===== src/rtl/vga_bounce_box.sv =====
// Pixel stage behind the 640x480 timing generator: checkerboard, white border
// and a bouncing colour-cycling square, with syncs re-aligned to the RGB.
module vga_bounce_box #(
    parameter int H_RES    = 640,
    parameter int V_RES    = 480,
    parameter int BOX_SIZE = 32
) (
    input  logic       pclk,
    input  logic       reset,
    input  logic       hsync_in,
    input  logic       vsync_in,
    input  logic       valid_in,
    input  logic [9:0] h_cnt,
    input  logic [9:0] v_cnt,
    input  logic       sw_pause,
    input  logic [1:0] sw_speed,
    output logic       hsync,
    output logic       vsync,
    output logic [3:0] vga_r,
    output logic [3:0] vga_g,
    output logic [3:0] vga_b
);

    localparam logic [10:0] MAX_X = 11'(H_RES - BOX_SIZE);
    localparam logic [10:0] MAX_Y = 11'(V_RES - BOX_SIZE);
    localparam logic [9:0]  CTR_X = 10'((H_RES - BOX_SIZE) / 2);
    localparam logic [9:0]  CTR_Y = 10'((V_RES - BOX_SIZE) / 2);
    localparam logic [10:0] BOX_W = 11'(BOX_SIZE);

    logic       vs_prev;
    logic       tick;
    logic [9:0] box_x, box_y;
    logic       dir_x, dir_y;
    logic [2:0] cidx;

    logic [9:0] nx, ny;
    logic       ndir_x, ndir_y;
    logic       hit_x, hit_y;
    logic [10:0] step;

    logic       s1_hs, s1_vs, s1_valid;
    logic [9:0] s1_h, s1_v;

    logic [11:0] box_rgb, pix_rgb;
    logic        in_box, on_border;

    assign tick = vsync_in & ~vs_prev;
    assign step = {9'd0, sw_speed} + 11'd1;

    // Each axis clamps at its wall and reverses; arithmetic in 11 bits so the
    // sum and compare can never wrap.
    always_comb begin
        nx     = box_x;
        ndir_x = dir_x;
        hit_x  = 1'b0;
        if (dir_x) begin
            if ({1'b0, box_x} + step >= MAX_X) begin
                nx     = MAX_X[9:0];
                ndir_x = 1'b0;
                hit_x  = 1'b1;
            end else begin
                nx = box_x + step[9:0];
            end
        end else begin
            if ({1'b0, box_x} <= step) begin
                nx     = '0;
                ndir_x = 1'b1;
                hit_x  = 1'b1;
            end else begin
                nx = box_x - step[9:0];
            end
        end
    end

    always_comb begin
        ny     = box_y;
        ndir_y = dir_y;
        hit_y  = 1'b0;
        if (dir_y) begin
            if ({1'b0, box_y} + step >= MAX_Y) begin
                ny     = MAX_Y[9:0];
                ndir_y = 1'b0;
                hit_y  = 1'b1;
            end else begin
                ny = box_y + step[9:0];
            end
        end else begin
            if ({1'b0, box_y} <= step) begin
                ny     = '0;
                ndir_y = 1'b1;
                hit_y  = 1'b1;
            end else begin
                ny = box_y - step[9:0];
            end
        end
    end

    always_ff @(posedge pclk or posedge reset) begin
        if (reset) begin
            vs_prev <= 1'b1;
            box_x   <= CTR_X;
            box_y   <= CTR_Y;
            dir_x   <= 1'b1;
            dir_y   <= 1'b1;
            cidx    <= 3'd1;
        end else begin
            vs_prev <= vsync_in;
            if (tick && !sw_pause) begin
                box_x <= nx;
                box_y <= ny;
                dir_x <= ndir_x;
                dir_y <= ndir_y;
                if (hit_x || hit_y)
                    cidx <= cidx + 3'd1;
            end
        end
    end

    always_ff @(posedge pclk or posedge reset) begin
        if (reset) begin
            s1_hs    <= 1'b1;
            s1_vs    <= 1'b1;
            s1_valid <= 1'b0;
            s1_h     <= '0;
            s1_v     <= '0;
        end else begin
            s1_hs    <= hsync_in;
            s1_vs    <= vsync_in;
            s1_valid <= valid_in;
            s1_h     <= h_cnt;
            s1_v     <= v_cnt;
        end
    end

    always_comb begin
        if (cidx == 3'd0)
            box_rgb = '1;
        else
            box_rgb = {{4{cidx[0]}}, {4{cidx[1]}}, {4{cidx[2]}}};
    end

    assign in_box = ({1'b0, s1_h} >= {1'b0, box_x}) && ({1'b0, s1_h} < {1'b0, box_x} + BOX_W) &&
                    ({1'b0, s1_v} >= {1'b0, box_y}) && ({1'b0, s1_v} < {1'b0, box_y} + BOX_W);
    assign on_border = (s1_h == '0) || (s1_h == 10'(H_RES - 1)) ||
                       (s1_v == '0) || (s1_v == 10'(V_RES - 1));

    always_comb begin
        pix_rgb = '0;
        if (!s1_valid)
            pix_rgb = '0;
        else if (in_box)
            pix_rgb = box_rgb;
        else if (on_border)
            pix_rgb = '1;
        else if (s1_h[5] ^ s1_v[5])
            pix_rgb = 12'h333;
        else
            pix_rgb = 12'h111;
    end

    always_ff @(posedge pclk or posedge reset) begin
        if (reset) begin
            hsync <= 1'b1;
            vsync <= 1'b1;
            vga_r <= '0;
            vga_g <= '0;
            vga_b <= '0;
        end else begin
            hsync <= s1_hs;
            vsync <= s1_vs;
            vga_r <= pix_rgb[11:8];
            vga_g <= pix_rgb[7:4];
            vga_b <= pix_rgb[3:0];
        end
    end

endmodule


===== config.mk =====
export PLATFORM = sky130hd
export DESIGN_NAME = vga_bounce_box
export DESIGN_NICKNAME = d
export VERILOG_FILES = /design/src/rtl/vga_bounce_box.sv
export SDC_FILE = /design/constraint.sdc
export NUM_CORES = 1
export LEC_CHECK = 0
export CAP_MARGIN = 20
export CORE_MARGIN = 4
export CORE_UTILIZATION = 58
export DETAILED_ROUTE_END_ITERATION = 6
export PLACE_DENSITY = 0.81
export SLEW_MARGIN = 20
export SYNTH_ARGS = -nofsm -noshare
export SYNTH_HDL_FRONTEND = slang
export SYNTH_SLANG_ARGS = --single-unit

===== constraint.sdc =====
create_clock -name pclk -period 3.42 [get_ports pclk]
set_input_delay 0.342 -clock pclk [delete_from_list [all_inputs] [get_ports pclk]]
set_output_delay 0.342 -clock pclk [all_outputs]
set_load 0.1 [all_outputs]

Yosys cells after proc, flatten, opt, wreduce, memory -nomap -nowiden
Index checks and enable logic that the tools add are counted.
{"block": "op_classes", "n_eq_ne": 2, "reduce_logical": 13, "n_addsub": 10, "magnitude_cmp": 8, "bitwise": 3, "muxes": 21}
{"cell": "2-to-1 mux 10 bit", "n": 7}
{"cell": "2-to-1 mux 12 bit", "n": 4}
{"cell": "adder 10 x 3 -> 11 bit", "n": 2}
{"cell": "adder 10 x 6 -> 11 bit (second input constant)", "n": 2}
{"cell": "< comparator 10 x 11 -> 1 bit", "n": 2}
{"cell": "adder 10 x 3 -> 10 bit", "n": 2}
{"cell": "greater-or-equal comparator 10 bit", "n": 2}
{"cell": "<= comparator 10 x 3 -> 1 bit", "n": 2}
{"cell": "logical NOT 10 bit", "n": 2}
{"cell": "subtractor 10 x 3 -> 10 bit", "n": 2}
{"cell": "greater-or-equal comparator 11 x 10 -> 1 bit (second input constant)", "n": 1}
{"cell": "greater-or-equal comparator 11 x 9 -> 1 bit (second input constant)", "n": 1}
{"cell": "equality test 10 bit (second input constant)", "n": 1}
{"cell": "equality test 10 x 9 -> 1 bit (second input constant)", "n": 1}
{"cell": "2-to-1 mux 1 bit", "n": 10}
{"cell": "logical AND 1 bit", "n": 4}
{"cell": "logical OR 1 bit", "n": 4}
{"cell": "adder 2 x 1 -> 3 bit (second input constant)", "n": 1}
{"cell": "adder 3 x 1 -> 3 bit (second input constant)", "n": 1}
{"cell": "logical NOT 3 bit", "n": 1}
{"cell": "AND reduction 2 bit", "n": 1}
{"cell": "bitwise AND 1 bit", "n": 1}
{"cell": "logical NOT 1 bit", "n": 1}
{"cell": "NOT 1 bit", "n": 1}
{"cell": "XOR 1 bit", "n": 1}
{"block": "word_totals", "output_inout_bits": 14, "input_bits": 28, "elab_cells": 72, "ff_bits": 62}

Logic depth before layout (Yosys ltp)
{"block": "depth", "ltp_word": 7, "ltp_mapped": 12, "ltp_nobuf": 11}

Worst setup path after synthesis
Ideal clock, no wire load.
{"block": "synth_timing", "path_type": "input -> register", "from": "input sw_speed[0]", "to": "register cidx[1]", "path_stages": 10, "n_path_buf": 0, "arrival_time_ps": 3084, "setup_time_ps": 125, "path_slack_ps": 211, "cell_sequence": "ha_1 > inv_1 > fa_1 > o21ba_4 > nor3_4 > xnor2_1 > or4_4 > o211a_1 > o21a_1 > mux2_4"}
{"block": "synth_between", "elab_chain_cells": 7, "word_cells_on_any_way": 15, "classes_between": "add/sub: 3; order compare: 4; mux: 6; reduce/logical: 2"}
{"element": "start, declared", "line": "16", "text": "input logic [1:0] sw_speed,"}
{"element": "adder 2 x 1 -> 3 bit *", "line": "48", "text": "assign step = {9'd0, sw_speed} + 11'd1;"}
{"element": "adder 10 x 3 -> 11 bit, on equally long branches", "line": "57, 80"}
{"element": "greater-or-equal comparator 11 x 10 -> 1 bit / greater-or-equal comparator 11 x 9 -> 1 bit (equally long branches)", "line": "57, 80"}
{"element": "2-to-1 mux 1 bit, on equally long branches", "line": "57, 80"}
{"element": "2-to-1 mux 1 bit, on equally long branches", "line": "56, 79"}
{"element": "logical OR 1 bit *", "line": "113", "text": "if (hit_x || hit_y)"}
{"element": "AND reduction 2 bit (no line) *"}
{"element": "end signal, assigned", "line": "114", "text": "cidx <= cidx + 3'd1;"}
{"element": "end, declared", "line": "34", "text": "logic [2:0] cidx;"}
Mark *: on every way between the ends. The rest lies on a longest branch, timed or not.
A chain may end at the register's enable or synchronous reset.

Worst setup path in the final report
{"block": "layout_timing", "from": "input sw_speed[0]", "to": "register box_x[2]"}
{"block": "layout_between", "elab_chain_cells": 5, "word_cells_on_any_way": 9, "classes_between": "add/sub: 4; order compare: 2; mux: 3"}
{"element": "adder 2 x 1 -> 3 bit *", "line": "48"}
{"element": "adder 10 x 3 -> 11 bit", "line": "57", "text": "if ({1'b0, box_x} + step >= MAX_X) begin"}
{"element": "greater-or-equal comparator 11 x 10 -> 1 bit", "line": "57"}
{"element": "2-to-1 mux 10 bit", "line": "57"}
{"element": "2-to-1 mux 10 bit *", "line": "56", "text": "if (dir_x) begin"}
{"element": "end signal, assigned", "line": "109", "text": "box_x <= nx;"}
{"element": "end, declared", "line": "32", "text": "logic [9:0] box_x, box_y;"}
Marks and branches as above.

==> impl_metrics.json <==
{
  "hold_viol_final": 0,
  "rsz0062_at_grt": "false",
  "vias": 3880,
  "avgViaCountPerCell": 6.218,
  "die_area_sq_um": 8793,
  "io_buffers": 41,
  "cap_viol_max_count": 0,
  "dr.pass1.iters": 6,
  "powerDensity_nw_per_um2": 773.0,
  "cts_sinks": 59,
  "outcome": "finished clean",
  "area_growth_syn_to_layout_pct": 21.32,
  "hold_ws_ps": 364.7,
  "synth.distinct_cells": 71,
  "async_flop_share": 1.000,
  "cts_buffers": 9,
  "totalWireLength_um": 11270,
  "hold_buffers": 0,
  "dp_slack_ps": -143.4,
  "finalSetupViolations": 0,
  "final_nets": 601,
  "num_io_pins": 42,
  "syn_area_sq_um": 4267,
  "worst_pin_slew_ps": 998.9,
  "grt_pass1_vias": 3870,
  "dp_hpwl_um": 8596,
  "synth-seq-cells": 59,
  "die_h_um": 93.77,
  "post-route-cell-area_sq_um": 5176,
  "synth-edff-count": 0,
  "finalWorstSetupSlack_ps": 143.3,
  "mostFrequentLayoutCells": "ha_1 (49), dfrtp_1 (46), clkdlybuf4s50_1 (41)",
  "antenna_found_initial": 0,
  "netlist_instances": 452,
  "synth_ff_type": "dfrtp_1",
  "gr-total-overflow": 0,
  "critPathMaxFanout": 5,
  "slew-limit-headroom": 0.3320,
  "placed_cell_area_sq_um": 4976,
  "drc_errors": 0,
  "clk_pin_slew_ps": 80,
  "chipWidth_um": 93.77,
  "syn_area_per_cell_sq_um": 9.439,
  "grt.total_usage": 0.2670,
  "drive_above_1_share": 0.1524,
  "cts_root_buf": "clkbuf_8",
  "ys_warn_count": 0,
  "cts_tree": "done",
  "drt_iter0_drc": 268,
  "power_mw": 4.001,
  "period_share": 0.9581,
  "gp_congestion": 0.9819,
  "startpoint_type": "primary input",
  "max_freq_mhz": 305.2,
  "synth.net_count": 533,
  "routedWlPerCell_um": 18.07,
  "start_util": 0.5914,
  "final_common_cell": "ha_1",
  "fp.coreArea_sq_um": 7214,
  "ir_drop_uv": 365.5,
  "yosysSeqAreaShare": 0.3499,
  "placementRows": 31,
  "postCtsSetupRepairBufs": 0,
  "crit_arrival_ps": 3540,
  "fin_skew_ps": 12.35,
  "grt_pass1_wl_um": 18290,
  "slew_violations": 0,
  "crit_type": "in2reg",
  "h-tree-depth": 3,
  "grt_max_degree": 40,
  "n_antenna_cell": 0,
  "hold_path_class": "reg2reg",
  "endpoint_kind": "flip-flop",
  "ctsResizeCount": 0,
  "required_ps": 3680,
  "finalCriticalPeriod_ps": 3277,
  "power.leakage_nw": 2.225,
  "cts_buffer_depth": 2,
  "final_core_util": 0.7175,
  "clk-insertion-delay-late_ps": 350,
  "antenna_left": 0
}
[worst paths after layout]
kind	from	end	slack [ps]	cells after the start
hold / removal	s1_hs$_DFF_PP1_	hsync$_DFF_PP1_	360	0
setup reg to reg	box_x[0]$_DFFE_PP0P_	box_x[2]$_DFFE_PP0P_	360	12
hold reg to reg	s1_hs$_DFF_PP1_	hsync$_DFF_PP1_	360	0
min in group asynchronous	reset	s1_v[8]$_DFF_PP0_	440	2
setup / recovery	sw_speed[0]	box_x[2]$_DFFE_PP0P_	140	13
max in group asynchronous	reset	box_x[8]$_DFFE_PP1P_	2230	3
[logic make-up (layout without fill, tap and decap cells)]
| family | Yosys count | in the layout | synth area share |
|---|---|---|---|
| fa+ha+maj | 53 | 53 | 0.1625 |
| buf+inv | 59 | 132 | 0.05836 |
| compound gates | 146 | 146 | 0.2308 |
| xor+xnor | 15 | 15 | 0.03079 |
| mux | 5 | 5 | 0.01320 |
| simple gates | 115 | 115 | 0.1546 |
| flops | 59 | 59 | 0.3499 |
[power by group]
group | internal [mW] | switching, mW
combinational | 0.912 | 1.26
sequential | 0.895 | 0.270
clock | 0.341 | 0.321
[state kept, by name (all words and copies together) (netlist names), 3 cells and up]
name and cells:
box_x 10, box_y 10, s1_h 10, s1_v 10
cidx 3, vga_b 3, vga_g 3, vga_r 3
[synthesized netlist by cell type (3+ instances only)]
| master | number | area share |
|---|---|---|
| a211oi_1 | 15 | 0.026 |
| buf_4 | 3 | 0.0053 |
| o21a_1 | 3 | 0.0053 |
| nor3_1 | 8 | 0.0094 |
| a22oi_1 | 4 | 0.0070 |
| nand2_1 | 25 | 0.022 |
| o21bai_1 | 6 | 0.011 |
| ha_1 | 49 | 0.14 |
| fa_1 | 4 | 0.019 |
| nor4_1 | 8 | 0.012 |
| o22ai_1 | 4 | 0.0059 |
| a21o_1 | 5 | 0.0088 |
| xnor2_1 | 13 | 0.027 |
| o31ai_1 | 9 | 0.016 |
| nor2_1 | 15 | 0.013 |
| clkbuf_1 | 11 | 0.0097 |
| nand2b_1 | 6 | 0.0088 |
| o211a_1 | 3 | 0.0070 |
| o211ai_1 | 4 | 0.0070 |
| nand3_1 | 8 | 0.0094 |
| a31oi_1 | 5 | 0.0073 |
| and2_1 | 3 | 0.0044 |
| o21ai_0 | 26 | 0.030 |
| o221ai_1 | 5 | 0.010 |
| a21oi_1 | 35 | 0.041 |
| inv_1 | 35 | 0.031 |
| dfstp_2 | 13 | 0.080 |
| nand4_1 | 7 | 0.010 |
| nor2b_1 | 11 | 0.016 |
| and3_1 | 8 | 0.012 |
| dfrtp_1 | 46 | 0.27 |
| buf_2 | 6 | 0.0070 |
| mux2i_1 | 3 | 0.0070 |
[per-stage QoR]
| step | cells | setup TNS [ps] |
|---|---|---|
| 2_1_floorplan | 452 | 0 |
| 3_3_place_gp | 608 | -58.86 |
| 3_5_place_dp | 608 | -745.9 |
| 4_1_cts | 624 | 0 |
| 5_1_grt | 624 | 0 |
| 6_report | 624 | 0 |
[final cells by class]
type	count	area [sq um]
inverter	37	138.9
sequential	59	1493
tap	99	123.9
multi-input combinational	334	2525
timing repair buffer	79	695.7
fill	550	2038
clock inverter	7	76.32
clock buffer	9	123.9
[per-layer routing]
layer | track usage | routed length, um
met5 | 0 | 0
met2 | 0.4258 | 5283
met4 | 0.09868 | 258
met1 | 0.3569 | 4911
met3 | 0.05769 | 819
[worst max-delay path: stages]
cell	delay, ps
clkdlybuf4s50_1	440
ha_1	350
inv_1	80
fa_1	440
buf_4	160
a211oi_1	230
o32ai_1	130
or4_4	540
buf_4	160
o21ai_1	220
buf_4	190
a211oi_1	70
a21oi_1	180
Note: power is estimated with default switching activity, not from simulation.
==> RTL change (config.mk and constraints unchanged) <==
Change the parameter `BOX_SIZE` from 32 to 31.
--- a/src/rtl/vga_bounce_box.sv
+++ b/src/rtl/vga_bounce_box.sv
@@ -5,3 +5,3 @@
     parameter int V_RES    = 480,
-    parameter int BOX_SIZE = 32
+    parameter int BOX_SIZE = 31
 ) (
Check against the original RTL: not equivalent (Yosys sat finds a counterexample within 4 cycles, from zero or initial values and one cycle with reset high).
==> RTL change against the original RTL <==
  * Register-to-register slack worse by 0.12 ns
  * Power grew 7.9%
  * Worst setup slack better by 0.088 ns
  * Utilization is 0.44 points lower
  * Cell count is 6.9% higher
  * Synthesized area rose by 8.6%
  * Largest power group unchanged
  * Worst hold slack worse by 0.0099 ns
  * First-iteration DRC count is 77% higher
  * Sequential cell count unchanged
  * Count of clock-buffer cells in the layout increased by 3
  * Wire length increased by 5.5%
  * Via count increased by 6.4%
  * Final area up 6.5%
  * Combinational power up 13%
==> RTL change: results (changes against the original RTL) <==
Global routing
  – GR Util All Layers: 26.0% (-0.75 points)
  – Largest net degree at the start of global routing: 26 (-35%)
  – Vias in the first global route: 4044 (+4.5%)
  – First-pass GRT wire length: 20200 um (+10%)

Yosys
  – Post-synthesis sequential area ratio: 32.2% (-2.8 points)
  – Syn_nets: 593 (+11%)
  – Synth Area in Compound Gates: 20.8% (-2.3 points)
  – Syn avg cell area: 9.19 um^2 (-2.6%)
  – Area contributors post-synth: dfrtp_1 25%, ha_1 15%, dfstp_2 7.4%
  – Post-synth top cells: 57 x ha_1, 46 x dfrtp_1, 35 x nor2_1
  – Post-Synth XOR/XNOR Area: 5.65% (+2.6 points)
  – Synth Area in Adders: 17.1% (+0.88 points)
  – Mux share of post-synthesis cell area: 0.540% (-0.78 points)

Critical path
  – Worst Reg-to-Reg Cells: 13 (+1)
  – Reg-to-reg endpoint: vga_r[1]
  – Critical-path top delay cell: fa_1
  – Reg2Reg Setup Slack: 0.24 ns (-0.12 ns)
  – Cell class contributing the biggest share of worst-path delay: compound AO/OA/AOI/OAI gates
  – Worst Path Max Fanout: 6 (+1)

STA
  – Max Clock Skew: 0.0143 ns (+0.00200 ns)
  – Hold WS: 0.355 ns (-0.00995 ns)
  – Worst Slack Setup Final: 0.231 ns (+0.0881 ns)

Place
  – RePlAce Congestion: 0.945 (-3.7%)
  – Post-DP HPWL: 9180 um (+6.8%)
  – Post-Place Cell Area: 5270 um^2 (+5.9%)

Finish
  – Share of layout cells above drive strength 1: 14.9% (-0.37 points)
  – Final std cells w/o fill: 667 (+6.9%)
  – Nets: 649 (+8.0%)

Detailed routing
  – Drt initial violations: 475 (+77%)
  – DRT Pass-1 Iters: 5 (-1)
  – Final WL: 11900 um (+5.5%)

Run status
  – Outcome: completed

Power
  – Leakage: 0.00231 uW (+3.7%)
  – Worst-case vdd ir drop: 0.353 mV (-3.4%)

Worst hold path
  – Worst hold path class: in2async
## RTL change: metal layers
layer  part of all wire (%)  vias to the layer above  global-route usage (%)
met5                      0                        -                       0
met4                    3.1                        0                    8.31
met3                    7.9                       42                    6.32
met2                     45                      198                    40.6
met1                     44                     1946                    35.5
li1                       -                     1943                       -
## RTL change: worst max-delay path by stage
stage	endpoint	cells past startpoint	startpoint
finish	cidx[1]	11	sw_speed[0]
global route	vga_g[2]	13	box_x[1]
CTS	vga_r[1]	13	box_x[1]
detailed placement	cidx[1]	11	sw_speed[0]
global placement	cidx[1]	11	sw_speed[0]
floorplan	cidx[1]	10	sw_speed[0]
## RTL change: final cells by class
class / instances / area, um^2
Clock buffer: 12 / 155
Clock inverter: 4 / 73.8
Fill cell: 554 / 2220
Inverter: 30 / 113
Multi-Input combinational cell: 389 / 2910
Sequential cell: 59 / 1490
Tap cell: 102 / 128
Timing Repair Buffer: 71 / 636
## RTL change: kinds of logic (layout without fill, tap and decap cells)
kind of cell | after synthesis | after routing
AND/OR/NAND/NOR | 160 | 160
XOR/XNOR | 29 | 29
AO/OA/AOI/OAI | 137 | 137
buffers and inverters | 56 | 117
adder cells (fa/ha/maj) | 61 | 61
flip-flops | 59 | 59
multiplexers | 2 | 2
## RTL change: report_power, final
| group | leakage (uW) | switching (uW) | internal [uW] |
|---|---|---|---|
| clock | 0.000117 | 296 | 450 |
| sequential | 0.000686 | 247 | 878 |
| combinational | 0.00151 | 1450 | 999 |
| total | 0.00231 | 1990 | 2330 |
